`src/rtl/clyde_sb_pkg.sv`:
```
// Shared types and defaults for the Clyde S-box layer sequencer.
package clyde_sb_pkg;

  typedef enum logic {
    IDLE = 1'b0,
    RUN  = 1'b1
  } sb_state_e;

  localparam int LAT_DEF    = 3;
  localparam int NCHUNK_DEF = 4;

  // Chunk index width; a single chunk still needs one bit to carry an index.
  function automatic int sb_idx_w(input int n);
    if (n > 1) begin
      return $clog2(n);
    end else begin
      return 1;
    end
  endfunction

endpackage

```
`src/rtl/clyde_sb_seq_vld.sv`:
```
// Valid-token shift register tracking which S-box pipeline stages hold a real chunk.
module clyde_sb_seq_vld #(
  parameter int LAT = 3
) (
  input  logic           clk_i,
  input  logic           rst_i,
  input  logic           in_i,
  output logic [LAT-1:0] vld_o
);

  logic [LAT-1:0] vld_d;

  // Stage 0 takes the issue strobe, every later stage copies its predecessor.
  always_comb begin
    vld_d = vld_o << 1;
    vld_d[0] = in_i;
  end

  generate
    for (genvar k = 0; k < LAT; k++) begin : g_stage
      dff #(
        .W     (1),
        .ASYN  (1'b1),
        .RST_V (1'b0)
      ) u_dff (
        .clk_i (clk_i),
        .rst_i (rst_i),
        .en_i  (1'b1),
        .d_i   (vld_d[k]),
        .q_o   (vld_o[k])
      );
    end
  endgenerate

endmodule

```
`src/rtl/dff.sv`:
```
// Codebase flop with clock-enable and selectable asynchronous or synchronous reset.
module dff #(
  parameter int            W     = 1,
  parameter bit            ASYN  = 1'b1,
  parameter logic [W-1:0]  RST_V = '0
) (
  input  logic         clk_i,
  input  logic         rst_i,
  input  logic         en_i,
  input  logic [W-1:0] d_i,
  output logic [W-1:0] q_o
);

  generate
    if (ASYN) begin : g_async
      // Register with asynchronous reset to RST_V.
      always_ff @(posedge clk_i or posedge rst_i) begin
        if (rst_i) begin
          q_o <= RST_V;
        end else if (en_i) begin
          q_o <= d_i;
        end
      end
    end else begin : g_sync
      // Register with reset sampled on the clock edge.
      always_ff @(posedge clk_i) begin
        if (rst_i) begin
          q_o <= RST_V;
        end else if (en_i) begin
          q_o <= d_i;
        end
      end
    end
  endgenerate

endmodule

```
`src/rtl/clyde_sb_seq.sv`:
```
// Sequencer for the pipelined masked S-box layer of Clyde: issues chunks into
// the LAT-stage share pipeline, enables only stages holding a real chunk and
// writes chunks back in order. Define CLYDE_SB_RND_HS_EN to gate each issue
// on the fresh-randomness handshake; otherwise the PRNG is assumed always valid.
module clyde_sb_seq
  import clyde_sb_pkg::*;
#(
  parameter  int LAT    = LAT_DEF,
  parameter  int NCHUNK = NCHUNK_DEF,
  localparam int IW     = sb_idx_w(NCHUNK)
) (
  input  logic           clk,
  input  logic           rst,
  input  logic           start,
  output logic           busy,
  output logic           done,
  input  logic           rnd_valid,
  output logic           rnd_ready,
  output logic [IW-1:0]  in_sel,
  output logic [LAT-1:0] stage_en,
  output logic           out_we,
  output logic [IW-1:0]  out_sel
);

  // Issue counter must reach NCHUNK itself to close rnd_ready.
  localparam int CW = $clog2(NCHUNK + 1);

  sb_state_e      state_q, state_d;
  logic [CW-1:0]  iss_cnt_q, iss_cnt_d;
  logic [IW-1:0]  out_cnt_q, out_cnt_d;
  logic           done_q, done_d;
  logic           issue;
  logic [LAT-1:0] vld;

  clyde_sb_seq_vld #(
    .LAT (LAT)
  ) u_vld (
    .clk_i (clk),
    .rst_i (rst),
    .in_i  (issue),
    .vld_o (vld)
  );

  // Handshake and datapath control decoded from the current state and valid tokens.
  always_comb begin
    busy      = (state_q == RUN);
    rnd_ready = (state_q == RUN) && (iss_cnt_q < CW'(NCHUNK));
`ifdef CLYDE_SB_RND_HS_EN
    issue     = rnd_ready & rnd_valid;
`else
    // rnd_valid is read but can never hold back an issue here.
    issue     = rnd_ready & (rnd_valid | 1'b1);
`endif
    in_sel    = IW'(iss_cnt_q);
    out_we    = vld[LAT-1];
    out_sel   = out_cnt_q;
    done      = done_q;
    stage_en  = vld << 1;
    stage_en[0] = issue;
  end

  // Next-state logic: counters advance on issue and write-back, last write-back ends the layer.
  always_comb begin
    state_d   = state_q;
    iss_cnt_d = iss_cnt_q;
    out_cnt_d = out_cnt_q;
    done_d    = 1'b0;
    case (state_q)
      IDLE: begin
        iss_cnt_d = '0;
        out_cnt_d = '0;
        if (start) begin
          state_d = RUN;
        end
      end
      RUN: begin
        if (issue) begin
          iss_cnt_d = iss_cnt_q + CW'(1);
        end
        if (out_we) begin
          if (out_cnt_q == IW'(NCHUNK - 1)) begin
            state_d   = IDLE;
            done_d    = 1'b1;
            iss_cnt_d = '0;
            out_cnt_d = '0;
          end else begin
            out_cnt_d = out_cnt_q + IW'(1);
          end
        end
      end
      default: begin
        state_d = IDLE;
      end
    endcase
  end

  // Control registers; reset discards any layer in flight.
  always_ff @(posedge clk or posedge rst) begin
    if (rst) begin
      state_q   <= IDLE;
      iss_cnt_q <= '0;
      out_cnt_q <= '0;
      done_q    <= 1'b0;
    end else begin
      state_q   <= state_d;
      iss_cnt_q <= iss_cnt_d;
      out_cnt_q <= out_cnt_d;
      done_q    <= done_d;
    end
  end

endmodule
```
`config.mk`:
```
export PLATFORM = sky130hd
export DESIGN_NAME = clyde_sb_seq
export DESIGN_NICKNAME = d
export VERILOG_FILES = /design/src/rtl/clyde_sb_pkg.sv /design/src/rtl/clyde_sb_seq_vld.sv /design/src/rtl/dff.sv /design/src/rtl/clyde_sb_seq.sv
export SDC_FILE = /design/constraint.sdc
export NUM_CORES = 1
export LEC_CHECK = 0
export BUFFER_PORTS_ARGS = -buffer_cell sky130_fd_sc_hd__buf_4
export CAP_MARGIN = 15
export CORE_AREA = 3 3 40 42
export CTS_CLUSTER_SIZE = 8
export DETAILED_ROUTE_END_ITERATION = 6
export DIE_AREA = 0 0 43 45
export GPL_ROUTABILITY_DRIVEN = 0
export PLACE_DENSITY = 0.58
export SLEW_MARGIN = 20
export SYNTH_ARGS = -nofsm -noshare
export SYNTH_HDL_FRONTEND = slang
export SYNTH_SLANG_ARGS = --single-unit
export TNS_END_PERCENT = 30
```
`constraint.sdc`:
```
create_clock -name clk -period 0.9 [get_ports clk]
set_input_delay 0.045 -clock clk [delete_from_list [all_inputs] [get_ports clk]]
set_output_delay 0.045 -clock clk [all_outputs]
set_load 0.01 [all_outputs]
```
==> out/metrics.yaml, run 1 <==
flow_run:
  max_cap_violations: 0
synth:
  ys_types: 12
  synth.top_cell.area_share_pct: 60.6
  synthTopCellsByCount: "10 x dfrtp_1, 6 x nor2_1, 5 x buf_4"
  synth_edf_count: 0
  synthCells: 34
  syn_nets: 40
  yosys.area_share.xor_xnor_pct: 2.12
  synthAdderAreaFrac_pct: 6.06
  muxShareOfSynthArea_pct: 4.85
  syn_area_um2: 413
  ys_seq_elements: 10
  seq_area_frac_synth_pct: 60.6
  synth_compound_area_share_pct: 4.55
  synthTopCellsByArea: "dfrtp_1 61%, buf_4 9.1%, ha_1 6.1%, nor2_1 5.5%, mux2i_1 4.8%"
  synth.most_common_cell: "dfrtp_1"
  post-synth-top-area-cell: "dfrtp_1"
  synthSimpleGateAreaFrac_pct: 11.8
  synth_flop_cell: "dfrtp_1"
  synth_top_family_by_area: "simple AND/OR/NAND/NOR gates"
  ys.warnings.count: 0
  async_reset_ff_share_pct: 100
  postSynthAreaPerCell_um2: 12.1
grt:
  gr-usage-all-layers_pct: 11.4
  grt_overflow: 0
  grt_pass1_vias: 349
  grt_max_degree: 11
  grt_first_pass_wirelength_um: 1530
  antenna_found_initial: 0
timing:
  finalSetupViolCount: 13
  rsz0062_at_grt: "yes"
  final.setup.tns_ns: -0.869
  tightestPinTransition_ns: 0.366
  layout_setup_ws_ns: -0.115
  slew_headroom_pct: 75.5
  fin_crit_sh_pct: 113
  fmax_mhz: 985
  finalCriticalPeriod_ns: 1.02
  fin_skew_ns: 0.00531
  drv_slew: 0
  hold_violations: 0
finish:
  area_growth_pct: 58.2
  drive_above_1_share_pct: 50.9
  finalNonFillerCells: 70
  antenna_cells: 0
  nets: 62
  fin_area_um2: 653
placed_design:
  io_buffer_count: 13
  dp_cells: 62
  place.detailed.hpwl_um: 602
  dpl_cell_area_um2: 532
clock_tree:
  cts_tree: "built"
  clock_latency_ns: 0.26
  cts_root_buf: "clkbuf_4"
  clockBufferDepth: 2
  clock-sinks: 10
  cts_made_buffers: 3
  cts.reportedPaths.clkPinSlew_ns: 0.07
  cts_max_level: 1
pwr:
  vdd_drop_max_v: 0.00172
  p_leak_nw: 0.341
  powerDensity_nw_per_um2: 4270
outcome:
  violations: "negative setup slack"
  run_status: "finished, violations left"
route:
  post-route-drc-count: 0
  routed_wl_um: 856
  antenna_left: 0
  dr_total_vias: 306
  via_per_inst: 4.37
  drt_iter0_markers: 2
  first_pass_iters: 4
  wl_per_cell_um: 12.2
floorplan:
  start_util_pct: 32.1
  num_rows: 13
  boundaryPins: 15
  die_area_um2: 1940
  die_y_um: 45
  core_area_um2: 1280
  die_w_um: 43
setup_path:
  worst-path-max-fanout: 3
  cp-start-kind: "flop"
  critPathArrivalTime_ns: 0.97
  worstSetupPathType: "reg2out"
  cp.required_ns: 0.85
  crit_path_end_kind: "output pin"
hold_path:
  hp-class: "in2async"
## cell families after synthesis
logic type                 Yosys count
adders and majority gates            2
and+or+nand+nor                     11
DFF                                 10
AOI/OAI and AO/OA                    2
xor gates and xnor gates             1
muxes                                2
buffers and inverters                6
## where the power goes
part | leakage [nW] | internal, mW | switching [mW]
clock network | 0.0210 | 0.245 | 0.151
logic | 0.202 | 0.912 | 0.603
registers | 0.118 | 0.680 | 0.198
## cell type report
type	count	area, um^2
fill	125	632
sequential	10	251
timing repair buffer	22	204
multi-input combinational	18	139
clock buffer	4	36.3
tap	15	18.8
inverter	1	3.75
## state kept, by name (all words and copies together) (netlist names)
| signal | cells |
|---|---|
| u_vld.g_stage.u_dff.q_o | 3 |
| iss_cnt_q | 3 |
| out_sel | 2 |
| done | 1 |
| busy | 1 |
## through the flow
step | util [%] | hold slack [ns] | worst slack (ns) | power, mW
after global placement | 41.4 | 0.0320 | -0.0286 | 2.00
after global routing | 50.8 | 0.322 | -0.178 | 3.01
after detailed placement | 41.4 | 0.0427 | -0.0742 | 2.06
after floorplan | - | -0.115 | -0.0824 | 1.55
after CTS | 50.2 | 0.301 | -0.107 | 2.76
final | 50.8 | 0.300 | -0.115 | 2.79
## metal layers
metal  wire (um)  global-route usage, %
met4           0                   7.23
met5           0                      0
met3          62                   4.78
met1         297                   10.7
met2         495                   20.7
## critical path: stages (launching register included)
cell and delay, ns:
dfrtp_1 0.40, nor2b_4 0.18, buf_4 0.13
## placed cells by master (no fill, tap or decap)
cell type	n
buf_4	11
dfrtp_1	9
buf_6	9
nor2_1	6
clkbuf_4	3
mux2i_1	2
nand2_1	2
dlygate4sd3_1	2
nor2b_4	1
a21bo_1	1
and3_1	1
inv_1	1
o32ai_2	1
nor2b_1	1
xor2_1	1
ha_1	1
ha_2	1
clkbuf_8	1
dfrtp_2	1
## worst paths after layout
check	startpoint	endpoint	slack [ns]	depth (start not counted)
worst min-delay path	rst	u_vld.g_stage[0].u_dff.q_o$_DFF_PP0_	0.30	3
worst max-delay path	busy$_DFF_PP0_	rnd_ready	-0.12	2
worst max register to register	out_sel[0]$_DFFE_PP0P_	iss_cnt_q[0]$_DFF_PP0_	-0.09	3
min in group clk	u_vld.g_stage[1].u_dff.q_o$_DFF_PP0_	u_vld.g_stage[2].u_dff.q_o$_DFF_PP0_	0.39	0
worst min register to register	u_vld.g_stage[1].u_dff.q_o$_DFF_PP0_	u_vld.g_stage[2].u_dff.q_o$_DFF_PP0_	0.39	0
max in group asynchronous	rst	u_vld.g_stage[2].u_dff.q_o$_DFF_PP0_	0.32	3
## repair_timing
item                       in CTS  in global routing
hold buffers                    2                  0
setup buffers                   2                  0
hold endpoints to repair       11                  0
pin swaps                       4                  0
gates resized for setup        12                  1
setup endpoints to repair      14                 15
No activity file was read; power rests on OpenSTA's default activity.
==> run 2: changes to the inputs <==
--- a/config.mk
+++ b/config.mk
@@ -13,8 +13,8 @@
 export DIE_AREA = 0 0 43 45
 export GPL_ROUTABILITY_DRIVEN = 0
 export PLACE_DENSITY = 0.58
+export SETUP_SLACK_MARGIN = 0.3
 export SLEW_MARGIN = 20
 export SYNTH_ARGS = -nofsm -noshare
 export SYNTH_HDL_FRONTEND = slang
 export SYNTH_SLANG_ARGS = --single-unit
-export TNS_END_PERCENT = 30
==> run 2 against run 1 <==
  * The run ends with negative hold slack, negative setup slack left
  * Combinational power up 15%
  * Via count is 2.0% higher
  * Design area rose by 4.2%
  * Critical path type unchanged
==> out/metrics.yaml, run 2 (same netlist as run 1, synthesis figures left out) <==
clock_tree:
  cts_max_level: 1
  cts.reportedPaths.clkPinSlew_ns: 0.06
  cts_tree: "built"
  cts_made_buffers: 3
  cts_root_buf: "clkbuf_4"
  clock_latency_ns: 0.26
  clockBufferDepth: 2
  clock-sinks: 10
setup_path:
  worstSetupPathType: "reg2out"
  worst-path-max-fanout: 3
  cp.required_ns: 0.85
  cp-start-kind: "flop"
  crit_path_end_kind: "output pin"
  critPathArrivalTime_ns: 0.94
grt:
  gr-usage-all-layers_pct: 10.6
  grt_first_pass_wirelength_um: 1390
  grt_pass1_vias: 345
  grt_overflow: 0
  grt_max_degree: 11
  antenna_found_initial: 0
pwr:
  vdd_drop_max_v: 0.00232
  p_leak_nw: 0.343
  powerDensity_nw_per_um2: 4340
finish:
  final_common_cell: "buf_6"
  fill_cells: 102
  multi_input_area_um2: 156
  antenna_cells: 0
  seqCellArea_um2: 254
  layout_common_cells: "15 x buf_6, 7 x dfrtp_1, 7 x buf_4"
  fin_area_um2: 681
  utilization_pct: 53.0
  nets: 62
  drive_above_1_share_pct: 60.0
  area_growth_pct: 64.8
floorplan:
  boundaryPins: 15
  die_y_um: 45
  num_rows: 13
  start_util_pct: 32.1
  core_area_um2: 1280
  die_w_um: 43
  die_area_um2: 1940
route:
  routed_wl_um: 831
  antenna_left: 0
  via_per_inst: 4.46
  first_pass_iters: 2
  wl_per_cell_um: 11.9
  drt_iter0_markers: 2
  post-route-drc-count: 0
  dr_total_vias: 312
timing:
  final.setup.tns_ns: -0.655
  slew_headroom_pct: 74.9
  drv_slew: 0
  hold_violations: 10
  finalSetupViolCount: 12
  fmax_mhz: 1020
  tightestPinTransition_ns: 0.376
  rsz0062_at_grt: "yes"
  finalCriticalPeriod_ns: 0.983
  layout_setup_ws_ns: -0.0830
  fin_skew_ns: 0.00578
  holdWs_ns: -0.243
  fin_crit_sh_pct: 109
placed_design:
  place.detailed.hpwl_um: 590
  dpl_cell_area_um2: 533
  io_buffer_count: 13
  place_ws_ns: -0.0664
flow_run:
  max_cap_violations: 0
outcome:
  violations: "negative hold slack, negative setup slack"
  run_status: "finished, violations left"
hold_path:
  hp-class: "in2async"
## run 2: cell count changes in the layout (fill, tap and decap cells not counted), sizes merged
cell	delta
buf	+2
dlygate4sd3	-2
## run 2: layer usage
layer | track usage [%] | up-vias | wire length, um
met5 | 0 | - | 0
met4 | 5.42 | 0 | 15
met3 | 4.78 | 3 | 62
met2 | 18.3 | 12 | 453
met1 | 10.8 | 148 | 300
li1 | - | 149 | -
## run 2: worst paths after layout
kind	to	cells past startpoint	slack, ns	start
worst max register to register	out_sel[1]$_DFFE_PP0P_	3	-0.07	out_sel[0]$_DFFE_PP0P_
max in group asynchronous	iss_cnt_q[2]$_DFF_PP0_	2	0.84	rst
min in group clk	busy$_DFF_PP0_	3	0.02	start
worst min register to register	u_vld.g_stage[2].u_dff.q_o$_DFF_PP0_	0	0.40	u_vld.g_stage[1].u_dff.q_o$_DFF_PP0_
worst min-delay path	u_vld.g_stage[0].u_dff.q_o$_DFF_PP0_	2	-0.24	rst
worst max-delay path	stage_en[0]	2	-0.08	iss_cnt_q[2]$_DFF_PP0_
## run 2: power by group
group | total (mW) | internal, mW | leakage (nW) | switching [mW]
Combinational | 1.75 | 1.10 | 0.212 | 0.649
Clock | 0.306 | 0.171 | 0.0150 | 0.136
Sequential | 0.899 | 0.690 | 0.116 | 0.209
## run 2: layout make-up
cell class / instances / share of cell area (%)
clock buffer: 4 / 3.86
inverter: 1 / 0.551
multi-input combinational: 18 / 23.0
sequential: 10 / 37.3
tap: 15 / 2.76
timing repair buffer: 22 / 32.5
## run 2: through the flow
stage	hold WS [ns]	instances	total power [mW]
final	-0.243	70	2.95
after global routing	-0.230	70	3.20
after CTS	-0.241	68	2.82
after detailed placement	0.0448	61	2.09
after global placement	0.0300	61	2.03
after floorplan	-0.115	34	1.63
## run 2: worst max-delay path, cell delays in order, from the launching register on
cell and delay (ns):
dfrtp_2 0.42, nor2b_4 0.15, buf_6 0.12
## run 2: timing repair
item | 4_1_cts | 5_1_grt
gates resized for setup | 18 | 3
pin swaps | 3 | 3
endpoints found under the hold margin | 10 | 10
buffers inserted | 3 | 2
gates cloned | 0 | 0
endpoints found under the setup margin | 19 | 19
